$ cat src/rtl/eyearch_pkg.sv
// Shared widths, types and constants for the register file slice.
package eyearch_pkg;

    localparam int unsigned DATA_W = 16;
    localparam int unsigned ADDR_W = 3;

    typedef logic [15:0] data_t;
    typedef logic [2:0]  reg_idx_t;

    localparam reg_idx_t REG_ZERO = 3'd0;

endpackage

$ cat src/rtl/reg_scoreboard.sv
// Per-register pending scoreboard: tracks outstanding producers and raises stall
// on RAW/WAW hazards, with a completing writeback satisfying hazards in the same cycle.
module reg_scoreboard
    import eyearch_pkg::*;
#(
    parameter int unsigned NUM_REGS = 8,
    parameter int unsigned ADDR_W   = eyearch_pkg::ADDR_W
) (
    input  logic                clk,
    input  logic                rst_n,
    input  logic                wb_en,
    input  logic [ADDR_W-1:0]   wb_addr,
    input  logic                issue_en,
    input  logic [ADDR_W-1:0]   issue_rd,
    input  logic                use_rs1,
    input  logic [ADDR_W-1:0]   rs1_addr,
    input  logic                use_rs2,
    input  logic [ADDR_W-1:0]   rs2_addr,
    output logic                stall,
    output logic [NUM_REGS-1:0] pending_vec
);

    logic [NUM_REGS-1:0] pending;
    logic [NUM_REGS-1:0] pending_nxt;
    logic [NUM_REGS-1:0] eff;

    always_comb begin
        eff = '0;
        for (int unsigned i = 1; i < NUM_REGS; i++) begin
            eff[i] = pending[i] && !(wb_en && (wb_addr == ADDR_W'(i)));
        end
    end

    // eff[0] is forced low above, so r0 terms are masked automatically.
    always_comb begin
        stall = issue_en && ((use_rs1 && eff[rs1_addr]) ||
                             (use_rs2 && eff[rs2_addr]) ||
                             eff[issue_rd]);
    end

    // Clear first, then set: a new producer issued on the same edge wins.
    always_comb begin
        pending_nxt = pending;
        if (wb_en) begin
            pending_nxt[wb_addr] = 1'b0;
        end
        if (issue_en && !stall && (issue_rd != ADDR_W'(REG_ZERO))) begin
            pending_nxt[issue_rd] = 1'b1;
        end
        pending_nxt[0] = 1'b0;
    end

    always_ff @(posedge clk or negedge rst_n) begin
        if (!rst_n) begin
            pending <= '0;
        end else begin
            pending <= pending_nxt;
        end
    end

    assign pending_vec = pending;

    a_r0_never_pending: assert property (@(posedge clk) disable iff (!rst_n) !pending[0]);
    a_stall_holds_scoreboard: assert property (@(posedge clk) disable iff (!rst_n)
        (stall && !wb_en) |=> (pending == $past(pending)));

endmodule

$ cat src/rtl/reg_file_wb.sv
// Architectural register file fed by the writeback mux: one write port,
// two bypassed combinational read ports and a hazard scoreboard for decode.
module reg_file_wb
    import eyearch_pkg::*;
#(
    parameter int unsigned DATA_W   = eyearch_pkg::DATA_W,
    parameter int unsigned NUM_REGS = 8,
    parameter int unsigned ADDR_W   = eyearch_pkg::ADDR_W
) (
    input  logic                clk,
    input  logic                rst_n,
    input  logic                wb_en,
    input  logic [ADDR_W-1:0]   wb_addr,
    input  logic [DATA_W-1:0]   wb_data,
    input  logic [ADDR_W-1:0]   rs1_addr,
    input  logic [ADDR_W-1:0]   rs2_addr,
    output logic [DATA_W-1:0]   rs1_data,
    output logic [DATA_W-1:0]   rs2_data,
    input  logic                issue_en,
    input  logic [ADDR_W-1:0]   issue_rd,
    input  logic                use_rs1,
    input  logic                use_rs2,
    output logic                stall,
    output logic [NUM_REGS-1:0] pending_vec
);

    logic [DATA_W-1:0] regs [NUM_REGS];
    logic              wb_live;

    assign wb_live = wb_en && (wb_addr != ADDR_W'(REG_ZERO));

    always_ff @(posedge clk or negedge rst_n) begin
        if (!rst_n) begin
            for (int unsigned i = 0; i < NUM_REGS; i++) begin
                regs[i] <= '0;
            end
        end else if (wb_live) begin
            regs[wb_addr] <= wb_data;
        end
    end

    // Write-through bypass so decode sees the committing value in the same cycle.
    always_comb begin
        rs1_data = '0;
        if (rs1_addr != ADDR_W'(REG_ZERO)) begin
            if (wb_live && (wb_addr == rs1_addr)) begin
                rs1_data = wb_data;
            end else begin
                rs1_data = regs[rs1_addr];
            end
        end
    end

    always_comb begin
        rs2_data = '0;
        if (rs2_addr != ADDR_W'(REG_ZERO)) begin
            if (wb_live && (wb_addr == rs2_addr)) begin
                rs2_data = wb_data;
            end else begin
                rs2_data = regs[rs2_addr];
            end
        end
    end

    reg_scoreboard #(
        .NUM_REGS (NUM_REGS),
        .ADDR_W   (ADDR_W)
    ) u_scoreboard (
        .clk         (clk),
        .rst_n       (rst_n),
        .wb_en       (wb_en),
        .wb_addr     (wb_addr),
        .issue_en    (issue_en),
        .issue_rd    (issue_rd),
        .use_rs1     (use_rs1),
        .rs1_addr    (rs1_addr),
        .use_rs2     (use_rs2),
        .rs2_addr    (rs2_addr),
        .stall       (stall),
        .pending_vec (pending_vec)
    );

endmodule

$ cat config.mk
export PLATFORM = sky130hd
export DESIGN_NAME = reg_file_wb
export DESIGN_NICKNAME = d
export VERILOG_FILES = /design/src/rtl/eyearch_pkg.sv /design/src/rtl/reg_scoreboard.sv /design/src/rtl/reg_file_wb.sv
export SDC_FILE = /design/constraint.sdc
export NUM_CORES = 1
export LEC_CHECK = 0
export BUFFER_PORTS_ARGS = -buffer_cell sky130_fd_sc_hd__clkbuf_2
export CAP_MARGIN = 15
export CORE_ASPECT_RATIO = 0.8
export CORE_MARGIN = 3
export CORE_UTILIZATION = 31
export CTS_BUF_LIST = sky130_fd_sc_hd__clkbuf_8
export CTS_CLUSTER_DIAMETER = 30
export DETAILED_ROUTE_END_ITERATION = 16
export SLEW_MARGIN = 20
export SYNTH_ARGS = -nofsm -noshare
export SYNTH_HDL_FRONTEND = slang
export SYNTH_SLANG_ARGS = --single-unit
$ cat constraint.sdc
create_clock -name clk -period 4.7 [get_ports clk]
set_input_delay 0.235 -clock clk [delete_from_list [all_inputs] [get_ports clk]]
set_output_delay 0.235 -clock clk [all_outputs]
set_load 0.01 [all_outputs]
[After elaboration in Yosys (flattened, before gate mapping)]
Cells that the tools add are included.
Widths: inputs -> output; s select.
Cells by class
  order comparisons: 10
  equal/unequal tests: 9
  mux-type cells: 25
  bitwise logic cells: 6
  reductions and logical operators: 39
Operators by type and width (number)
  $mux 16: 9
  $bwmux 128: 1
  $bmux 16 s3: 2
  $demux 16 s3: 1
  $logic_and 1x1->1: 25
  $lt 3x4->1 const B: 4
  $mux 8: 2
  $eq 3x3->1 const B: 4
  $ge 4x4->1 const B: 3
  $not 3->4: 3
  $reduce_bool 3->1: 4
  $bmux 1 s3: 3
  $and 8x8->8: 1
  $logic_not 1->1: 8
  $not 8->8: 1
  $or 8x8->8: 1
  $demux 1 s3: 2
  $eq 3x2->1 const B: 2
  $eq 3x3->1: 2
  $ge 3x1->1 const B: 2
  $mux 1: 5
  $lt 4x1->1 const B: 1
  $eq 3x1->1 const B: 1
  $logic_or 1x1->1: 2
Word-level totals
  register bits: 135
  input port bits: 34
  output and inout bits: 41

[Logic depth before layout (Yosys ltp)]
Gate-level depths: netlist of the first run.
  word-level depth: 14
  gate-level depth with buffers: 8

[Modules after synthesis]
From an unflattened synthesis of the first run, not the netlist that was laid out.
Second synthesis, totals
  cell total of the unflattened synthesis: 563
  area total of the unflattened synthesis: 8309.2 µm²
By module, submodules not included
  reg_file_wb: instances 1, cells an instance 488, area each 7633.6 µm², seq. area each 3203.1 µm²
  reg_scoreboard: instances 1, cells an instance 75, area each 675.6 µm², seq. area each 175.2 µm²

[Least setup slack after synthesis of the first run]
Ideal clock, no wire load.
  kind: input -> output
  start: input wb_en
  end: output stall
  data arrival time: 1.924 ns
  slack: 2.541 ns
  stages on the path: 8
  buffers on the path: 3
  path through: buf_4 -> and4bb_2 -> buf_2 -> or4b_2 -> o2111ai_1 -> or4_1 -> buf_2 -> and2_1
Between the ends
  longest elaborated chain between the ends: 9
  elaborated cells between the ends (all ways): 32
  classes of those cells: 6 x mux; 26 x reduce/logical
Ends and longest elaborated chain
  from (decl): line reg_file_wb.sv:12  | input logic wb_en,
  $logic_and 1x1->1: line reg_scoreboard.sv:30  | eff[i] = pending[i] && !(wb_en && (wb_addr == ADDR_W'(i)));
  $logic_not 1->1: line reg_scoreboard.sv:30
  $logic_and 1x1->1: line reg_scoreboard.sv:30
  $bmux 1 s3 (on tied branches): line reg_scoreboard.sv:36, reg_scoreboard.sv:37
  $mux 1 (on tied branches): line reg_scoreboard.sv:36, reg_scoreboard.sv:37
  $logic_and 1x1->1 (on tied branches): line reg_scoreboard.sv:36, reg_scoreboard.sv:37
  $logic_or 1x1->1: line reg_scoreboard.sv:36  | stall = issue_en && ((use_rs1 && eff[rs1_addr]) ||
  $logic_or 1x1->1 (*): line reg_scoreboard.sv:37  | (use_rs2 && eff[rs2_addr]) ||
  $logic_and 1x1->1 (*): line reg_scoreboard.sv:36
  to (decl): line reg_file_wb.sv:23  | output logic stall,
Every way passes the cells marked *; elsewhere a longest branch is shown, timed or not. The select of a mux whose other input is x is not followed.

[Worst setup path after layout of the first run]
  start: input wb_addr[1]
  end: output stall
Between the ends
  longest elaborated chain between the ends: 10
  elaborated cells between the ends (all ways): 39
  classes of those cells: 7 x eq/ne; 6 x mux; 26 x reduce/logical
Ends and longest elaborated chain
  from (decl): line reg_file_wb.sv:13  | input logic [ADDR_W-1:0] wb_addr,
  $eq 3x1->1, or another cell as far along: line reg_scoreboard.sv:30
  $logic_and 1x1->1: line reg_scoreboard.sv:30
  $logic_not 1->1: line reg_scoreboard.sv:30
  $logic_and 1x1->1: line reg_scoreboard.sv:30
  $bmux 1 s3 (on tied branches): line reg_scoreboard.sv:36, reg_scoreboard.sv:37
  $mux 1 (on tied branches): line reg_scoreboard.sv:36, reg_scoreboard.sv:37
  $logic_and 1x1->1 (on tied branches): line reg_scoreboard.sv:36, reg_scoreboard.sv:37
  $logic_or 1x1->1: line reg_scoreboard.sv:36
  $logic_or 1x1->1 (*): line reg_scoreboard.sv:37
  $logic_and 1x1->1 (*): line reg_scoreboard.sv:36
Marked as above.

==> results.py, run 1 <==
metrics = {
    "status": {
        "status": "finished clean",
    },
    "floorplan": {
        "dieArea_sq_mm": 0.0265,
        "die_h_um": 146,
        "num_rows": 50,
        "initial_core_util_pct": 32.0,
        "die_x_um": 181,
        "ios": 75,
        "design.core.area_sq_mm": 0.0238,
    },
    "routing": {
        "antenna_left": 0,
        "drt-vias-per-instance": 5.52,
        "vias": 5158,
        "post_drt_wl_per_cell_um": 21.4,
        "firstDrtPassIters": 5,
        "routed_wl_mm": 20.0,
        "dr.first_iter.drc_count": 403,
        "drc": 0,
    },
    "timing": {
        "clock_skew_ps": 0.663,
        "rsz0062_at_grt": "no",
        "hold_ws_ps": 74.8,
        "slew_headroom_pct": 30.1,
        "tightestPinTransition_ps": 1050,
        "finalCriticalPeriod_ps": 3050,
        "post-route-period-util_pct": 65.0,
        "slew_viol_final": 0,
        "hold_viol": 0,
        "setup-tns-final_ps": 0,
        "timing.fmax_ghz": 0.327,
        "setup_viol": 0,
    },
    "cells_and_area": {
        "area_delta_synth_final_pct": 13.5,
        "final_nets": 643,
        "final_util_pct": 36.4,
        "post_route_cells_drive_above_1_share_pct": 48.7,
        "n_antenna_cell": 0,
        "nFillCells": 2289,
    },
    "cts": {
        "clock-root-buffer": "clkbuf_8",
        "tritoncts": "done",
        "cts_hold_buf": 1,
        "clockBufferDepth": 2,
        "cts_resized": 0,
        "htree_num_levels": 4,
        "clk-insertion-delay-late_ps": 440,
        "clk_pin_slew_ps": 80,
        "cts_buffers": 17,
        "cts_setup_buffers": 0,
        "clock_sinks": 135,
    },
    "critical_path": {
        "endpoint_kind": "primary output",
        "critical_path_required_ps": 4470,
        "worstPathArrival_ps": 2820,
        "r2r_slack_ps": 2760,
        "critPathLaunchType": "input pin",
        "path_class": "input pin to primary output",
        "crit_fanout": 18,
        "critPathCapture": "stall",
        "crit_start": "wb_addr[1]",
        "r2r_cells": 5,
        "r2r-start": "u_scoreboard.pending_vec[5]$_DFF_PN0_",
        "r2r_end": "u_scoreboard.pending_vec[1]$_DFF_PN0_",
    },
    "min_path": {
        "hp-class": "input pin to flop",
    },
    "yosys": {
        "yosysTopAreaCellShare_pct": 44.3,
        "syn_nets": 599,
        "synth_edf_count": 0,
        "synthCells": 565,
        "yosys_warnings": 0,
        "yosysTopAreaCell": "dfrtp_1",
        "synth_area_sq_mm": 0.00762,
        "synthArstFlopShare_pct": 100,
        "ys_types": 48,
        "ys_seq_area_share_pct": 44.3,
        "syn_area_per_cell_sq_um": 13.5,
        "synth_area_leaders": "dfrtp_1 (44%), mux4_2 (17%), mux2_2 (17%), mux2i_1 (4.2%), a211oi_1 (4.0%)",
        "synth-seq-cells": 135,
        "synth_ff_type": "dfrtp_1",
    },
    "place": {
        "dp_hpwl_mm": 12.7,
        "gp_congestion": 0.817,
        "numPortBuffers": 73,
    },
    "flow_run": {
        "cap_violations": 0,
    },
    "grt": {
        "grt_pass1_wl_mm": 31.6,
        "gr-total-overflow": 0,
        "antenna_found_initial": 0,
        "grt_max_degree": 58,
        "grt_pass1_vias": 5387,
        "track_usage_pct": 15.2,
    },
    "power_and_ir_drop": {
        "pwr_density_cell_mw_per_mm2": 405,
        "total_leakage_power_nw": 3.64,
        "power.total_w": 0.00350,
        "peakVddDrop_uv": 165,
    },
}
==> layout by cell type (no fill, tap or decap), types with 4 or more instances in the layout <==
cell type and count:
clkbuf_2 72, a211oi_1 41, mux2i_1 32, nand2b_1 4, xnor2_1 4, inv_1 5, clkinvlp_4 5, mux4_2 57
clkbuf_8 18, dfrtp_1 135, buf_4 16, nand2_1 10, mux2_2 112, a21oi_1 8, nor2_1 42
==> critical path: stages <==
cell and delay, ps:
clkbuf_2 210, nand4b_2 780, a32oi_1 410, o2111ai_1 120
or4_1 700, and2_1 240, clkbuf_2 120
==> per-stage QoR <==
step | instance area [sq um] | cells | setup WS [ps]
floorplan | 7620 | 565 | 2540
global placement | 8210 | 901 | 1660
detailed placement | 8210 | 901 | 1640
CTS | 8640 | 934 | 1660
global route | 8640 | 934 | 1480
finish | 8640 | 934 | 1650
==> where the power goes <==
part | internal [W] | switching (W) | leakage [nW]
logic | 0.000507 | 0.000401 | 1.79
registers | 0.00139 | 0.000170 | 1.65
clock network | 0.000542 | 0.000482 | 0.199
==> cell type report <==
type | count | area [sq um] | share of cell area (%)
inverter | 4 | 15.0 | 0.174
sequential | 135 | 3380 | 39.1
clock inverter | 14 | 175 | 2.03
tap | 312 | 390 | 4.52
timing repair buffer | 89 | 490 | 5.67
multi-input combinational | 362 | 3950 | 45.7
clock buffer | 18 | 248 | 2.87
==> Yosys cell counts, types with 5 or more instances <==
cell type  number
a21oi_1         8
mux2_2        112
dfrtp_1       135
mux2i_1        32
nand2_1        10
a211oi_1       41
mux4_2         57
clkbuf_1       38
nor2_1         42
buf_2          15
buf_1           5
==> registers in the layout, summed over array words and instances (netlist names) <==
register	flops
u_scoreboard.pending_vec	7
regs	128
==> logic make-up (layout without fill, tap and decap cells) <==
| logic type | count (synthesis) | in the layout | synth area share, % |
|---|---|---|---|
| xor gates and xnor gates | 4 | 4 | 0.460 |
| muxes | 201 | 201 | 37.6 |
| AOI/OAI and AO/OA | 69 | 69 | 6.87 |
| buffers and inverters | 68 | 125 | 3.99 |
| other | 1 | 1 | 0.0492 |
| DFF | 135 | 135 | 44.3 |
| and+or+nand+nor | 87 | 87 | 6.68 |
==> per-layer routing <==
layer  global-route usage, %  share of wire [%]  up-vias
met5                       0                  0        -
met4                    4.87                1.2        0
met3                    3.01                5.4       25
met2                    24.9                 49      171
met1                    20.3                 44     2700
li1                        -                  -     2262
==> how the worst min path moves through the flow <==
stage	start	to	slack (ps)	depth (start not counted)
CTS	issue_en	u_scoreboard.pending_vec[2]$_DFF_PN0_	40	3
floorplan	rst_n	regs[0]$_DFFE_PN0P_	-60	0
finish	issue_en	u_scoreboard.pending_vec[2]$_DFF_PN0_	70	3
global route	issue_en	u_scoreboard.pending_vec[2]$_DFF_PN0_	70	3
detailed placement	rst_n	u_scoreboard.pending_vec[4]$_DFF_PN0_	200	1
global placement	rst_n	u_scoreboard.pending_vec[4]$_DFF_PN0_	190	1
(Power assumes the default switching activity.)
==> inputs of run 2 (changes only) <==
==> constraint.sdc (replaced) <==
create_clock -name clk -period 2.5 [get_ports clk]
set_input_delay 0.125 -clock clk [delete_from_list [all_inputs] [get_ports clk]]
set_output_delay 0.125 -clock clk [all_outputs]
set_load 0.01 [all_outputs]
==> run 2 against run 1 <==
  * Setup slack lost 1500 ps
  * Wire length grew 4.2%
  * Power rose by 92%
  * Clock skew is essentially flat
  * Die area unchanged
  * Register-to-register slack lost 2100 ps
  * Utilization increased by 0.85 points
  * Critical path type is now flop to primary output
  * First-iteration DRC count rose by 18%
==> results.py, run 2 (synthesis gave the netlist of run 1 again) <==
metrics = {
    "critical_path": {
        "path_cells": "nor2b_1 -> a32oi_1 -> o2111ai_1 -> or4_4 -> and2_1 -> clkbuf_2",
        "critPathMaxStageDelay_ps": 600,
        "critical_path_required_ps": 2380,
        "worstPathArrival_ps": 2200,
        "critPathLaunchType": "flop",
        "cp_num_buf_inv": 1,
        "crit_fanout": 8,
        "critPathTopFamily": "simple AND/OR/NAND/NOR gates",
        "path_class": "flop to primary output",
        "endpoint_kind": "primary output",
        "cpMaxStageDelayCell": "or4_4",
    },
    "routing": {
        "top_layer": "met5",
        "routed_wl_mm": 20.8,
        "vias": 5269,
        "dr.first_iter.drc_count": 476,
        "drt-vias-per-instance": 5.55,
        "drc": 0,
        "firstDrtPassIters": 5,
        "met2WireLength_mm": 10.2,
        "antenna_left": 0,
        "wl_met3_mm": 1.03,
        "wl_met1_mm": 9.30,
        "post_drt_wl_per_cell_um": 21.9,
    },
    "cts": {
        "clockBufferDepth": 2,
        "clock_sinks": 135,
        "clk-insertion-delay-late_ps": 440,
        "tritoncts": "done",
        "cts_setup_buffers": 0,
        "cts_buffers": 17,
        "clock-root-buffer": "clkbuf_8",
        "clk_pin_slew_ps": 70,
        "htree_num_levels": 4,
    },
    "floorplan": {
        "initial_core_util_pct": 32.0,
        "ios": 75,
        "design.core.area_sq_mm": 0.0238,
        "die_x_um": 181,
        "dieArea_sq_mm": 0.0265,
        "die_h_um": 146,
        "num_rows": 50,
    },
    "cells_and_area": {
        "final_nets": 660,
        "instances_no_fill": 950,
        "seq_area_sq_mm": 0.00338,
        "multi_input_area_sq_mm": 0.00395,
        "final_cell_mix": "dfrtp_1 (135), mux2_2 (112), clkbuf_2 (72)",
        "final_common_cell": "dfrtp_1",
        "area_delta_synth_final_pct": 16.1,
        "post_route_cells_drive_above_1_share_pct": 49.7,
        "n_antenna_cell": 0,
        "nFillCells": 2304,
        "stdcell_area_sq_mm": 0.00885,
        "regMostFlops": "regs",
        "largest_register_ff_count": 128,
    },
    "place": {
        "gp_congestion": 0.848,
        "numPortBuffers": 73,
        "dp_hpwl_mm": 13.8,
        "dpl.cell_count": 917,
        "place_area_sq_mm": 0.00838,
    },
    "timing": {
        "slew_viol_final": 0,
        "tightestPinTransition_ps": 1120,
        "hold_viol": 0,
        "post-route-period-util_pct": 93.0,
        "setup-tns-final_ps": 0,
        "rsz0062_at_grt": "no",
        "slew_headroom_pct": 24.9,
        "timing.fmax_ghz": 0.430,
        "clock_skew_ps": 0.953,
        "setup_viol": 0,
        "finalCriticalPeriod_ps": 2330,
    },
    "grt": {
        "antenna_found_initial": 1,
        "track_usage_pct": 15.8,
        "grt_pass1_vias": 5545,
        "grt_pass1_wl_mm": 32.7,
        "gr-total-overflow": 0,
        "grt_max_degree": 47,
    },
    "status": {
        "status": "finished clean",
    },
    "power_and_ir_drop": {
        "peakVddDrop_uv": 362,
        "pwr_density_cell_mw_per_mm2": 760,
        "total_leakage_power_nw": 3.78,
    },
    "flow_run": {
        "cap_violations": 0,
    },
    "min_path": {
        "hp-class": "input pin to flop",
    },
}
[run 2: cell count changes in the layout (fill, tap and decap cells not counted), sizes merged]
cell         change
clkinv           -1
clkinvlp         -4
clkbuf           +3
dlygate4sd3      +1
buf             +16
bufinv           +1
[run 2: worst register-to-register path, cell delays in order (launching register included)]
cell	delay [ps]
dfrtp_1	410
nor2b_1	140
a32oi_1	180
o2111ai_1	130
or4_4	600
o32ai_2	300
[run 2: stage by stage]
step                      hold WS (ps)  utilization (%)  total power (W)  setup slack, ps
after detailed placement          90.2             35.3          0.00476              239
after global routing              26.7             37.2          0.00709             67.2
after floorplan                   -171                -          0.00410              561
final                             47.0             37.2          0.00673              174
after CTS                         7.35             37.2          0.00679             21.1
after global placement            81.7             35.3          0.00466              212
[run 2: cell type report]
cell class	count	share of cell area, %
Timing Repair Buffer	106	7.58
Inverter	4	0.170
Sequential cell	135	38.2
Tap cell	312	4.41
Clock inverter	10	1.73
Clock buffer	21	3.27
Multi-Input combinational cell	362	44.7
[run 2: metal layers]
layer,track usage [%],vias up
li1,-,2292
met1,21.6,2787
met2,25.5,162
met3,3.89,26
met4,3.96,2
met5,0,-
[run 2: repair_timing]
action,4_1_cts,5_1_grt
hold buffers,2,0
setup endpoints to repair,0,1
hold endpoints to repair,67,0
resized for setup,0,1
[run 2: final timing paths]
check | endpoint | start | slack [ps] | depth (start not counted)
worst max-delay path | stall | u_scoreboard.pending_vec[5]$_DFF_PN0_ | 170 | 6
worst min-delay path | u_scoreboard.pending_vec[5]$_DFF_PN0_ | issue_rd[2] | 50 | 3
worst max register to register | u_scoreboard.pending_vec[1]$_DFF_PN0_ | u_scoreboard.pending_vec[5]$_DFF_PN0_ | 650 | 5
worst min register to register | regs[127]$_DFFE_PN0P_ | regs[127]$_DFFE_PN0P_ | 380 | 0
max in group asynchronous | regs[123]$_DFFE_PN0P_ | rst_n | 1650 | 3
min in group asynchronous | u_scoreboard.pending_vec[4]$_DFF_PN0_ | rst_n | 160 | 2
[run 2: power breakdown]
part | internal [W] | switching (W) | total, W
Combinational | 0.000981 | 0.000780 | 0.00176
Clock | 0.00118 | 0.000835 | 0.00201
Sequential | 0.00262 | 0.000330 | 0.00295
Total | 0.00478 | 0.00194 | 0.00673
==> inputs of run 3 (changes only) <==
--- a/config.mk
+++ b/config.mk
@@ -13,6 +13,7 @@
 export CTS_BUF_LIST = sky130_fd_sc_hd__clkbuf_8
 export CTS_CLUSTER_DIAMETER = 30
 export DETAILED_ROUTE_END_ITERATION = 16
+export REMOVE_ABC_BUFFERS = 1
 export SLEW_MARGIN = 20
 export SYNTH_ARGS = -nofsm -noshare
 export SYNTH_HDL_FRONTEND = slang
==> run 3 against run 2 <==
  * Setup slack got worse by 16 ps
  * Clock skew increased by 8.4 ps
  * Global-route usage increased by 0.49 points
  * Sequential cell count unchanged
  * Final cell count unchanged
  * Critical endpoint unchanged
  * Sequential share of layout area increased by 0.092 points
  * Critical path depth unchanged
  * Highest routed layer is now met4
  * Sequential power about the same
==> results.py, run 3 (synthesis gave the netlist of run 1 again) <==
metrics = {
    "timing": {
        "tightestPinTransition_ps": 815,
        "post-route-period-util_pct": 93.7,
        "hold_viol": 0,
        "finalCriticalPeriod_ps": 2340,
        "timing.fmax_ghz": 0.427,
        "rsz0062_at_grt": "no",
        "slew_viol_final": 0,
        "hold_ws_ps": 49.7,
        "setup-tns-final_ps": 0,
        "setup_viol": 0,
        "clock_skew_ps": 9.34,
        "slew_headroom_pct": 45.4,
    },
    "place": {
        "gp_congestion": 0.823,
        "numPortBuffers": 73,
        "dp_hpwl_mm": 14.4,
        "place_area_sq_mm": 0.00839,
    },
    "grt": {
        "grt_pass1_wl_mm": 33.1,
        "grt_pass1_vias": 5491,
        "track_usage_pct": 16.3,
        "gr-total-overflow": 0,
        "antenna_found_initial": 0,
        "grt_max_degree": 57,
    },
    "status": {
        "status": "finished clean",
    },
    "cells_and_area": {
        "area_delta_synth_final_pct": 15.8,
        "nFillCells": 2295,
        "regMostFlops": "regs",
        "final_nets": 659,
        "n_antenna_cell": 0,
        "largest_register_ff_count": 128,
        "final_cell_mix": "dfrtp_1 (135), mux2_2 (112), clkbuf_2 (72)",
        "post_route_cells_drive_above_1_share_pct": 49.7,
        "final_util_pct": 37.1,
        "stdcell_area_sq_mm": 0.00882,
        "final_common_cell": "dfrtp_1",
    },
    "power_and_ir_drop": {
        "pwr_density_cell_mw_per_mm2": 736,
        "peakVddDrop_uv": 317,
        "total_leakage_power_nw": 3.75,
        "power.total_w": 0.00650,
    },
    "routing": {
        "antenna_left": 0,
        "firstDrtPassIters": 5,
        "vias": 5218,
        "drc": 0,
        "drt-vias-per-instance": 5.49,
        "routed_wl_mm": 21.4,
        "post_drt_wl_per_cell_um": 22.5,
        "dr.first_iter.drc_count": 429,
    },
    "floorplan": {
        "design.core.area_sq_mm": 0.0238,
        "die_h_um": 146,
        "ios": 75,
        "die_x_um": 181,
        "dieArea_sq_mm": 0.0265,
        "num_rows": 50,
        "initial_core_util_pct": 32.0,
    },
    "critical_path": {
        "endpoint_kind": "primary output",
        "critPathLaunchType": "flop",
        "path_class": "flop to primary output",
        "worstPathArrival_ps": 2220,
        "crit_fanout": 8,
        "critical_path_required_ps": 2380,
    },
    "cts": {
        "tritoncts": "done",
        "htree_num_levels": 4,
        "clk_pin_slew_ps": 80,
        "cts_buffers": 17,
        "clock_sinks": 135,
        "clk-insertion-delay-late_ps": 440,
        "clock-root-buffer": "clkbuf_8",
        "clockBufferDepth": 2,
    },
    "min_path": {
        "hp-class": "input pin to flop",
    },
    "flow_run": {
        "cap_violations": 0,
    },
}
run 3: changes by cell type in the layout (fill, tap and decap cells not counted), sizes merged:
cell / delta
buf: -2
bufinv: -3
clkbuf: +3
clkinvlp: +2
dlygate4sd3: +1
inv: -1
run 3: critical path, cell delays in order, from the launching register on:
cell,delay [ps]
dfrtp_1,420
nor2b_1,140
a32oi_1,170
o2111ai_1,130
or4_4,600
and2_1,190
clkbuf_2,120
run 3: final cells by class:
class,instances,area (sq um),share of cell area [%]
Timing Repair Buffer,105,691,7.83
Tap cell,312,390,4.42
Sequential cell,135,3380,38.3
Clock buffer,24,330,3.74
Multi-Input combinational cell,362,3950,44.8
Clock inverter,8,70.1,0.794
Inverter,4,15.0,0.170
run 3: per-stage QoR:
stage | setup WS, ps | cells
2_1_floorplan | 311 | 501
3_3_place_gp | 283 | 915
3_5_place_dp | 275 | 915
4_1_cts | 18.6 | 950
5_1_grt | 55.9 | 950
6_report | 158 | 950
run 3: where the power goes:
part | total (W) | internal, W | switching (W)
Sequential | 0.00295 | 0.00262 | 0.000325
Combinational | 0.00176 | 0.000984 | 0.000777
Clock | 0.00179 | 0.000963 | 0.000826
Total | 0.00650 | 0.00457 | 0.00193
run 3: what timing repair did:
action	4_1_cts	5_1_grt
hold buffers	3	0
resized for setup	0	1
setup endpoints to repair	0	1
buffers inserted	0	0
endpoints found under the hold margin	53	0
run 3: path summary, 6_finish.rpt:
path,from,to,slack [ps],depth (start not counted)
setup reg to reg,u_scoreboard.pending_vec[5]$_DFF_PN0_,u_scoreboard.pending_vec[7]$_DFF_PN0_,650,5
hold reg to reg,regs[117]$_DFFE_PN0P_,regs[117]$_DFFE_PN0P_,380,0
min in group asynchronous,rst_n,regs[98]$_DFFE_PN0P_,330,2
max in group asynchronous,rst_n,regs[8]$_DFFE_PN0P_,1510,3
setup / recovery,u_scoreboard.pending_vec[5]$_DFF_PN0_,stall,160,6
hold / removal,issue_rd[2],u_scoreboard.pending_vec[5]$_DFF_PN0_,50,3
run 3: per-layer routing:
layer | part of all wire, % | vias to the layer above | track usage [%]
li1 | - | 2294 | -
met1 | 45 | 2735 | 22.5
met2 | 49 | 172 | 26.3
met3 | 5.0 | 17 | 3.66
met4 | 1.1 | 0 | 3.84
met5 | 0 | - | 0
